[config.mk]
export PLATFORM = sky130hd
export DESIGN_NAME = branch_target_fetch_pc
export DESIGN_NICKNAME = d
export VERILOG_FILES = /design/src/rtl/branch_target_fetch_pc.sv
export SDC_FILE = /design/constraint.sdc
export NUM_CORES = 1
export LEC_CHECK = 0
export CAP_MARGIN = 20
export CORE_MARGIN = 2
export CORE_UTILIZATION = 55
export DETAILED_ROUTE_END_ITERATION = 10
export HOLD_SLACK_MARGIN = 0.02
export PLACE_DENSITY = 0.85
export SLEW_MARGIN = 20
export SYNTH_ARGS = -nofsm -noshare
export SYNTH_HDL_FRONTEND = slang
export SYNTH_SLANG_ARGS = --single-unit
[constraint.sdc]
create_clock -name Clock -period 5.1 [get_ports Clock]
set_input_delay 1.02 -clock Clock [delete_from_list [all_inputs] [get_ports Clock]]
set_output_delay 1.02 -clock Clock [all_outputs]
set_load 0.005 [all_outputs]
[src/rtl/branch_target_fetch_pc.sv]
// branch_target_fetch_pc
//   Program-counter sequencer. Normally advances the PC by INC per advance
//   period. On a branch request it enables the branch address register onto
//   the shared bus (bus_cs low), lets the bus settle, samples the address and
//   loads it into the PC.
//
//   Ports
//     Clock        in   system clock, rising edge
//     Reset        in   asynchronous, active-high reset
//     ClockEnable  in   clock enable
//     Tick         in   clock-divider tick (advance = ClockEnable & Tick)
//     branch_req   in   level request to redirect the PC
//     stall        in   freeze sequential PC advance
//     bus_in       in   shared bus from the branch address register
//     bus_cs       out  register chip-select, 0 = register drives bus
//     pc           out  current program counter
//     pc_valid     out  PC valid for fetch
//     branch_busy  out  redirect in progress
//     branch_done  out  one advance-period pulse when the redirect lands
//
//   state   | meaning
//   --------+-----------------------------------------------------------
//   IDLE    | bus released, PC advancing (or stalled)
//   SELECT  | bus_cs low, counting down settle periods
//   CAPTURE | sample bus_in while still selected, then release the bus
//   LOAD    | copy captured target into the PC, pulse branch_done
module branch_target_fetch_pc #(
    parameter int unsigned ADDR_BITS     = 32,
    parameter int unsigned INC           = 4,
    parameter int unsigned RESET_PC      = 0,
    parameter int unsigned SETTLE_CYCLES = 1
) (
    input  logic                 Clock,
    input  logic                 Reset,
    input  logic                 ClockEnable,
    input  logic                 Tick,
    input  logic                 branch_req,
    input  logic                 stall,
    input  logic [ADDR_BITS-1:0] bus_in,
    output logic                 bus_cs,
    output logic [ADDR_BITS-1:0] pc,
    output logic                 pc_valid,
    output logic                 branch_busy,
    output logic                 branch_done
);

    localparam int CNT_W = (SETTLE_CYCLES > 1) ? $clog2(SETTLE_CYCLES) : 1;

    typedef enum logic [1:0] {
        ST_IDLE,
        ST_SELECT,
        ST_CAPTURE,
        ST_LOAD
    } state_t;

    state_t                 state_q,  state_d;
    logic [CNT_W-1:0]       cnt_q,    cnt_d;
    logic [ADDR_BITS-1:0]   pc_q,     pc_d;
    logic [ADDR_BITS-1:0]   target_q, target_d;
    logic                   cs_q,     cs_d;
    logic                   valid_q,  valid_d;
    logic                   busy_q,   busy_d;
    logic                   done_q,   done_d;

    logic advance;
    assign advance = ClockEnable & Tick;

    always_ff @(posedge Clock or posedge Reset) begin
        if (Reset) begin
            state_q  <= ST_IDLE;
            cnt_q    <= '0;
            pc_q     <= ADDR_BITS'(RESET_PC);
            target_q <= '0;
            cs_q     <= 1'b1;
            valid_q  <= 1'b0;
            busy_q   <= 1'b0;
            done_q   <= 1'b0;
        end else begin
            state_q  <= state_d;
            cnt_q    <= cnt_d;
            pc_q     <= pc_d;
            target_q <= target_d;
            cs_q     <= cs_d;
            valid_q  <= valid_d;
            busy_q   <= busy_d;
            done_q   <= done_d;
        end
    end

    always_comb begin
        state_d  = state_q;
        cnt_d    = cnt_q;
        pc_d     = pc_q;
        target_d = target_q;
        cs_d     = cs_q;
        valid_d  = valid_q;
        busy_d   = busy_q;
        done_d   = done_q;

        if (advance) begin
            valid_d = 1'b1;
            // done is a single-period pulse; only LOAD re-asserts it
            done_d  = 1'b0;
            case (state_q)
                ST_IDLE: begin
                    cs_d = 1'b1;
                    if (branch_req) begin
                        state_d = ST_SELECT;
                        cs_d    = 1'b0;
                        busy_d  = 1'b1;
                        cnt_d   = CNT_W'(SETTLE_CYCLES - 1);
                    end else if (!stall) begin
                        pc_d = pc_q + ADDR_BITS'(INC);
                    end
                end
                ST_SELECT: begin
                    if (cnt_q != '0) begin
                        cnt_d = cnt_q - CNT_W'(1);
                    end else begin
                        state_d = ST_CAPTURE;
                    end
                end
                ST_CAPTURE: begin
                    // bus_cs is still low on this edge, so bus_in is driven
                    target_d = bus_in;
                    cs_d     = 1'b1;
                    state_d  = ST_LOAD;
                end
                ST_LOAD: begin
                    pc_d    = target_q;
                    done_d  = 1'b1;
                    busy_d  = 1'b0;
                    state_d = ST_IDLE;
                end
                default: begin
                    state_d = ST_IDLE;
                    cs_d    = 1'b1;
                end
            endcase
        end
    end

    assign bus_cs      = cs_q;
    assign pc          = pc_q;
    assign pc_valid    = valid_q;
    assign branch_busy = busy_q;
    assign branch_done = done_q;

endmodule

======== Yosys cells after proc, flatten, opt, wreduce, memory -nomap -nowiden ========
Cells that the tools add are included.
operators by class
  add/subtract/negate cells ............... 2
  bitwise operators ....................... 1
  muxes and demuxes ....................... 14
  reductions and logical operators ........ 10
  equal/unequal tests ..................... 7
operator list
  kind                                                                   count
  32-bit two-way mux                                                     2
  32-bit case mux with 2 select lines                                    1
  32-bit by 3-bit adder with 32-bit output, second input constant        1
  3-bit AND reduction                                                    3
  2-bit inequality test, second input constant                           4
  2-bit case mux with 4 select lines                                     1
  1-bit case mux with 2 select lines                                     3
  2-bit nonzero test                                                     3
  1-bit two-way mux                                                      5
  2-bit equality test, second input constant                             2
  2-bit two-way mux                                                      2
  2-bit AND reduction                                                    2
  4-bit AND reduction                                                    1
  2-bit by 1-bit equality test with 1-bit output, second input constant  1
  2-bit zero test                                                        1
  1-bit AND                                                              1
  1-bit subtractor, second input constant                                1
storage, ports and cells
  output and inout port bits .............. 36
  flip-flop bits (word level) ............. 71
  logic and storage cells ................. 42
  input bits .............................. 38

======== Depth between registers and ports, before layout ========
  word-level depth ........................ 4
  mapped depth ............................ 8
  depth with buffers taken out ............ 7

======== Worst setup path after synthesis ========
Ideal clock, no wire load.
  path kind ............................... input port to flip-flop
  from .................................... input ClockEnable
  to ...................................... register pc_q[18], in the netlist pc[18]
  stages .................................. 6
  setup time .............................. 0.069 ns
  slack ................................... 2.779 ns
  path buffers ............................ 2
  required time ........................... 5.031 ns
  arrival time ............................ 2.253 ns
  path through ............................ and2_1 > clkbuf_1 > o21ai_0 > clkbuf_1 > or4_1 > nand3_1
between the ends
  cells in the longest elaborated chain, start to end .. 2
ends and longest elaborated chain
  what                                  line  RTL
  start, declared                       35    input logic ClockEnable,
  1-bit AND                             66    assign advance = ClockEnable & Tick;
  4-bit AND reduction (no source line)  -
  end signal, assigned                  72    pc_q <= ADDR_BITS'(RESET_PC);
  end signal, assigned                  81    pc_q <= pc_d;
  end, declared                         58    logic [ADDR_BITS-1:0] pc_q, pc_d;
No other way between the ends.
A chain may end at the register's enable or synchronous reset.

======== Worst setup path in the final report ========
  from .................................... register state_q[1]
  to ...................................... register pc_q[25], in the netlist pc[25]
between the ends
  cells in the longest elaborated chain, start to end .. 3
  elaborated cells on any way between the ends .. 7
  classes of those cells .................. eq/ne (3); mux (1); reduce/logical (3)
ends and longest elaborated chain
  what                                                                          line  RTL
  start, declared                                                               56    state_t state_q, state_d;
  start signal, assigned                                                        79    state_q <= state_d;
  2-bit equality test or 2-bit zero test (tied branches)                        104   case (state_q)
  2-bit nonzero test (no source line) or 2-bit inequality test (tied branches)  -
  4-bit AND reduction (no source line)                                          -
Several ways; a longest one is shown, not always the timed one.

==> results.py <==
metrics = {
    "timing": {
        "hold_ws_ns": 0.471,
        "tightest_slew_ns": 1.01,
        "final_hold_viol_count": 0,
        "post-route-period-util": 0.609,
        "min_period_ns": 3.11,
        "rsz0062_at_grt": "false",
        "slew_viol_final": 0,
        "slew_headroom": 0.327,
        "fin_setup_tns_ns": 0,
        "setup_viol": 0,
        "postLayoutSetupSlackWorst_ns": 1.99,
        "finClkSkew_ns": 0.00498,
        "fmax_mhz": 322,
    },
    "place": {
        "place.gp.congestion": 0.873,
        "place_hpwl_um": 5710,
        "io_buffers": 73,
        "preCtsSetupSlack_ns": 1.80,
        "dp.cells": 492,
        "placed_area_um2": 4350,
    },
    "setup_path": {
        "crit_path_max_incr_delay_ns": 0.93,
        "r2r_cells": 5,
        "crit_required_ns": 5.32,
        "cp_slowest_cell": "clkinv_1",
        "path_buf_inv": 1,
        "crit_end": "pc[25]$_DFFE_PP0P_",
        "endpoint_kind": "register",
        "critPathKind": "reg -> reg",
        "worstSetupStartpointType": "register",
        "reg2reg_setup_slack_ns": 1.99,
        "worstPathArrival_ns": 3.33,
        "r2r_start": "state_q[1]$_DFFE_PP0P_",
        "startpoint": "state_q[1]$_DFFE_PP0P_",
        "path_max_fanout": 57,
        "worst_path_dominant_cell_family": "buffers and inverters",
        "cp.depth": 5,
        "worst_r2r_endpoint": "pc[25]$_DFFE_PP0P_",
        "path_cells": "ha_2 > clkinv_1 > or3_1 > o21ai_0 > a311oi_1",
    },
    "die": {
        "core_area_um2": 6310,
        "dieArea_um2": 7170,
        "die_h_um": 84.7,
        "initial_utilization": 0.567,
        "num_rows": 29,
        "ios": 74,
        "die-width_um": 84.7,
    },
    "drt": {
        "first_iter_violations": 302,
        "drtPass1Iterations": 5,
        "wl_per_cell_um": 16.6,
        "vias": 3121,
        "drc": 0,
        "wirelength_um": 8440,
        "viasPerCell": 6.14,
        "antenna_left": 0,
    },
    "synth": {
        "yosysMostFrequentCell": "dfrtp_1",
        "synth_top_cell_area_share": 0.483,
        "yosys-top-cells-area": "dfrtp_1 48%, mux2_2 11%, o21ai_0 4.3%",
        "yosysUniqueCellTypes": 54,
        "synthesis.area_um2": 3580,
        "synth_cells": 358,
        "synth.largest_area_cell": "dfrtp_1",
        "synth_common_cells": "69 x dfrtp_1, 34 x mux2_2, 32 x nand2_1, 31 x o21ai_0, 23 x nand3_1",
        "yosysWarnings": 0,
        "post_synth.cell_area_avg_um2": 10.0,
        "synth_seq_cells": 70,
        "synth_flop_cell": "dfrtp_1",
        "synth_edf_count": 0,
        "ys_async_sr_fraction": 1.00,
        "synth-seq-area-share": 0.490,
        "synth_nets": 401,
    },
    "cells_and_area": {
        "layoutNonFillerInstCount": 508,
        "post-route-util": 0.724,
        "n_antenna_cell": 0,
        "area_growth_pct": 27.8,
        "layout-drive-gt1-share": 0.151,
        "num-nets-final": 469,
        "design_area_um2": 4570,
    },
    "global_route": {
        "grt_pass1_wl_um": 14200,
        "antenna_found_initial": 0,
        "grt_pass1_vias": 2984,
        "grt_usage": 0.252,
        "grt_max_degree": 58,
        "grt-ovfl-total": 0,
    },
    "cts": {
        "cts_tree": "built",
        "clock_sinks": 70,
        "cts_setup_buffers": 0,
        "cts-resized-gates": 0,
        "cts_max_level": 3,
        "clock_path_buffers": 2,
        "clk_pin_slew_ns": 0.08,
        "clockRootBuffer": "clkbuf_8",
        "hold_buffers": 0,
        "cts_made_buffers": 9,
        "clk-insertion-delay-late_ns": 0.35,
    },
    "run": {
        "drv_cap": 0,
    },
    "power": {
        "ir_worst_vdd_mv": 0.290,
        "p_leak_nw": 1.82,
        "power_mw": 2.10,
        "pwr_density_cell_nw_per_um2": 459,
    },
    "run_status": {
        "outcome": "complete, no violations",
    },
    "min_path": {
        "worstHoldPathType": "reg -> reg",
    },
}
how the worst min path moves through the flow:
| stage | start | end | slack (ns) | cells after the start |
|---|---|---|---|---|
| 6_report | pc_valid$_DFFE_PP0N_ | pc_valid$_DFFE_PP0N_ | 0.47 | 1 |
| 5_1_grt | pc_valid$_DFFE_PP0N_ | pc_valid$_DFFE_PP0N_ | 0.50 | 1 |
| 4_1_cts | pc_valid$_DFFE_PP0N_ | pc_valid$_DFFE_PP0N_ | 0.47 | 1 |
| 3_5_place_dp | pc_valid$_DFFE_PP0N_ | pc_valid$_DFFE_PP0N_ | 0.45 | 1 |
| 3_3_place_gp | pc_valid$_DFFE_PP0N_ | pc_valid$_DFFE_PP0N_ | 0.45 | 1 |
| 2_1_floorplan | pc_valid$_DFFE_PP0N_ | pc_valid$_DFFE_PP0N_ | 0.46 | 1 |
metal layers:
layer | wire (um) | global-route usage | vias up
li1 | - | - | 1457
met1 | 3560 | 0.333 | 1537
met2 | 4200 | 0.405 | 106
met3 | 481 | 0.0492 | 21
met4 | 201 | 0.115 | 0
met5 | 0 | 0 | -
cell families (layout without fill, tap and decap cells):
logic type	Yosys count	after routing	synth area share
AO/OA/AOI/OAI	87	87	0.151
adder cells (fa/ha/maj)	5	5	0.0175
flip-flops	70	70	0.490
buffers and inverters	29	102	0.0339
multiplexers	38	38	0.118
AND/OR/NAND/NOR	129	129	0.190
final cells by class:
class	count	area, um2
flip-flops and latches	70	1750
fillers	452	1740
multi-input cells	259	1720
repair buffers	76	753
clock buffers	10	128
well taps	77	96.3
clock inverters	6	86.3
inverters	10	38.8
sequential cells by signal, summed over array words and instances, names as in the netlist:
name and cells:
pc_valid 1, pc 32, state_q 2, target_q 32
branch_done 1, bus_cs 1, branch_busy 1
cell usage in the layout, fill, tap and decap left out, types with 5 or more instances in the layout:
master	synthesis	layout
clkdlybuf4s50_1	0	73
dfrtp_1	69	69
mux2_2	34	34
nand2_1	32	32
o21ai_0	31	30
nand3_1	23	23
a21oi_1	22	22
nor2_1	20	20
nor3_1	10	10
clkbuf_8	0	9
nand4_1	8	8
inv_1	9	8
nor4_1	6	6
and3_1	5	5
or3_1	5	5
worst register-to-register path, stage by stage, from the launching register on:
cell and delay, ns:
dfrtp_1 0.39, ha_2 0.87, clkinv_1 0.96, or3_1 0.61, o21ai_0 0.09, a311oi_1 0.06
report_power, final:
group | internal, mW | leakage [nW] | switching (mW)
logic | 0.370 | 0.858 | 0.293
clock network | 0.274 | 0.106 | 0.216
registers | 0.763 | 0.853 | 0.183
Power figures use the tool's default switching activity.
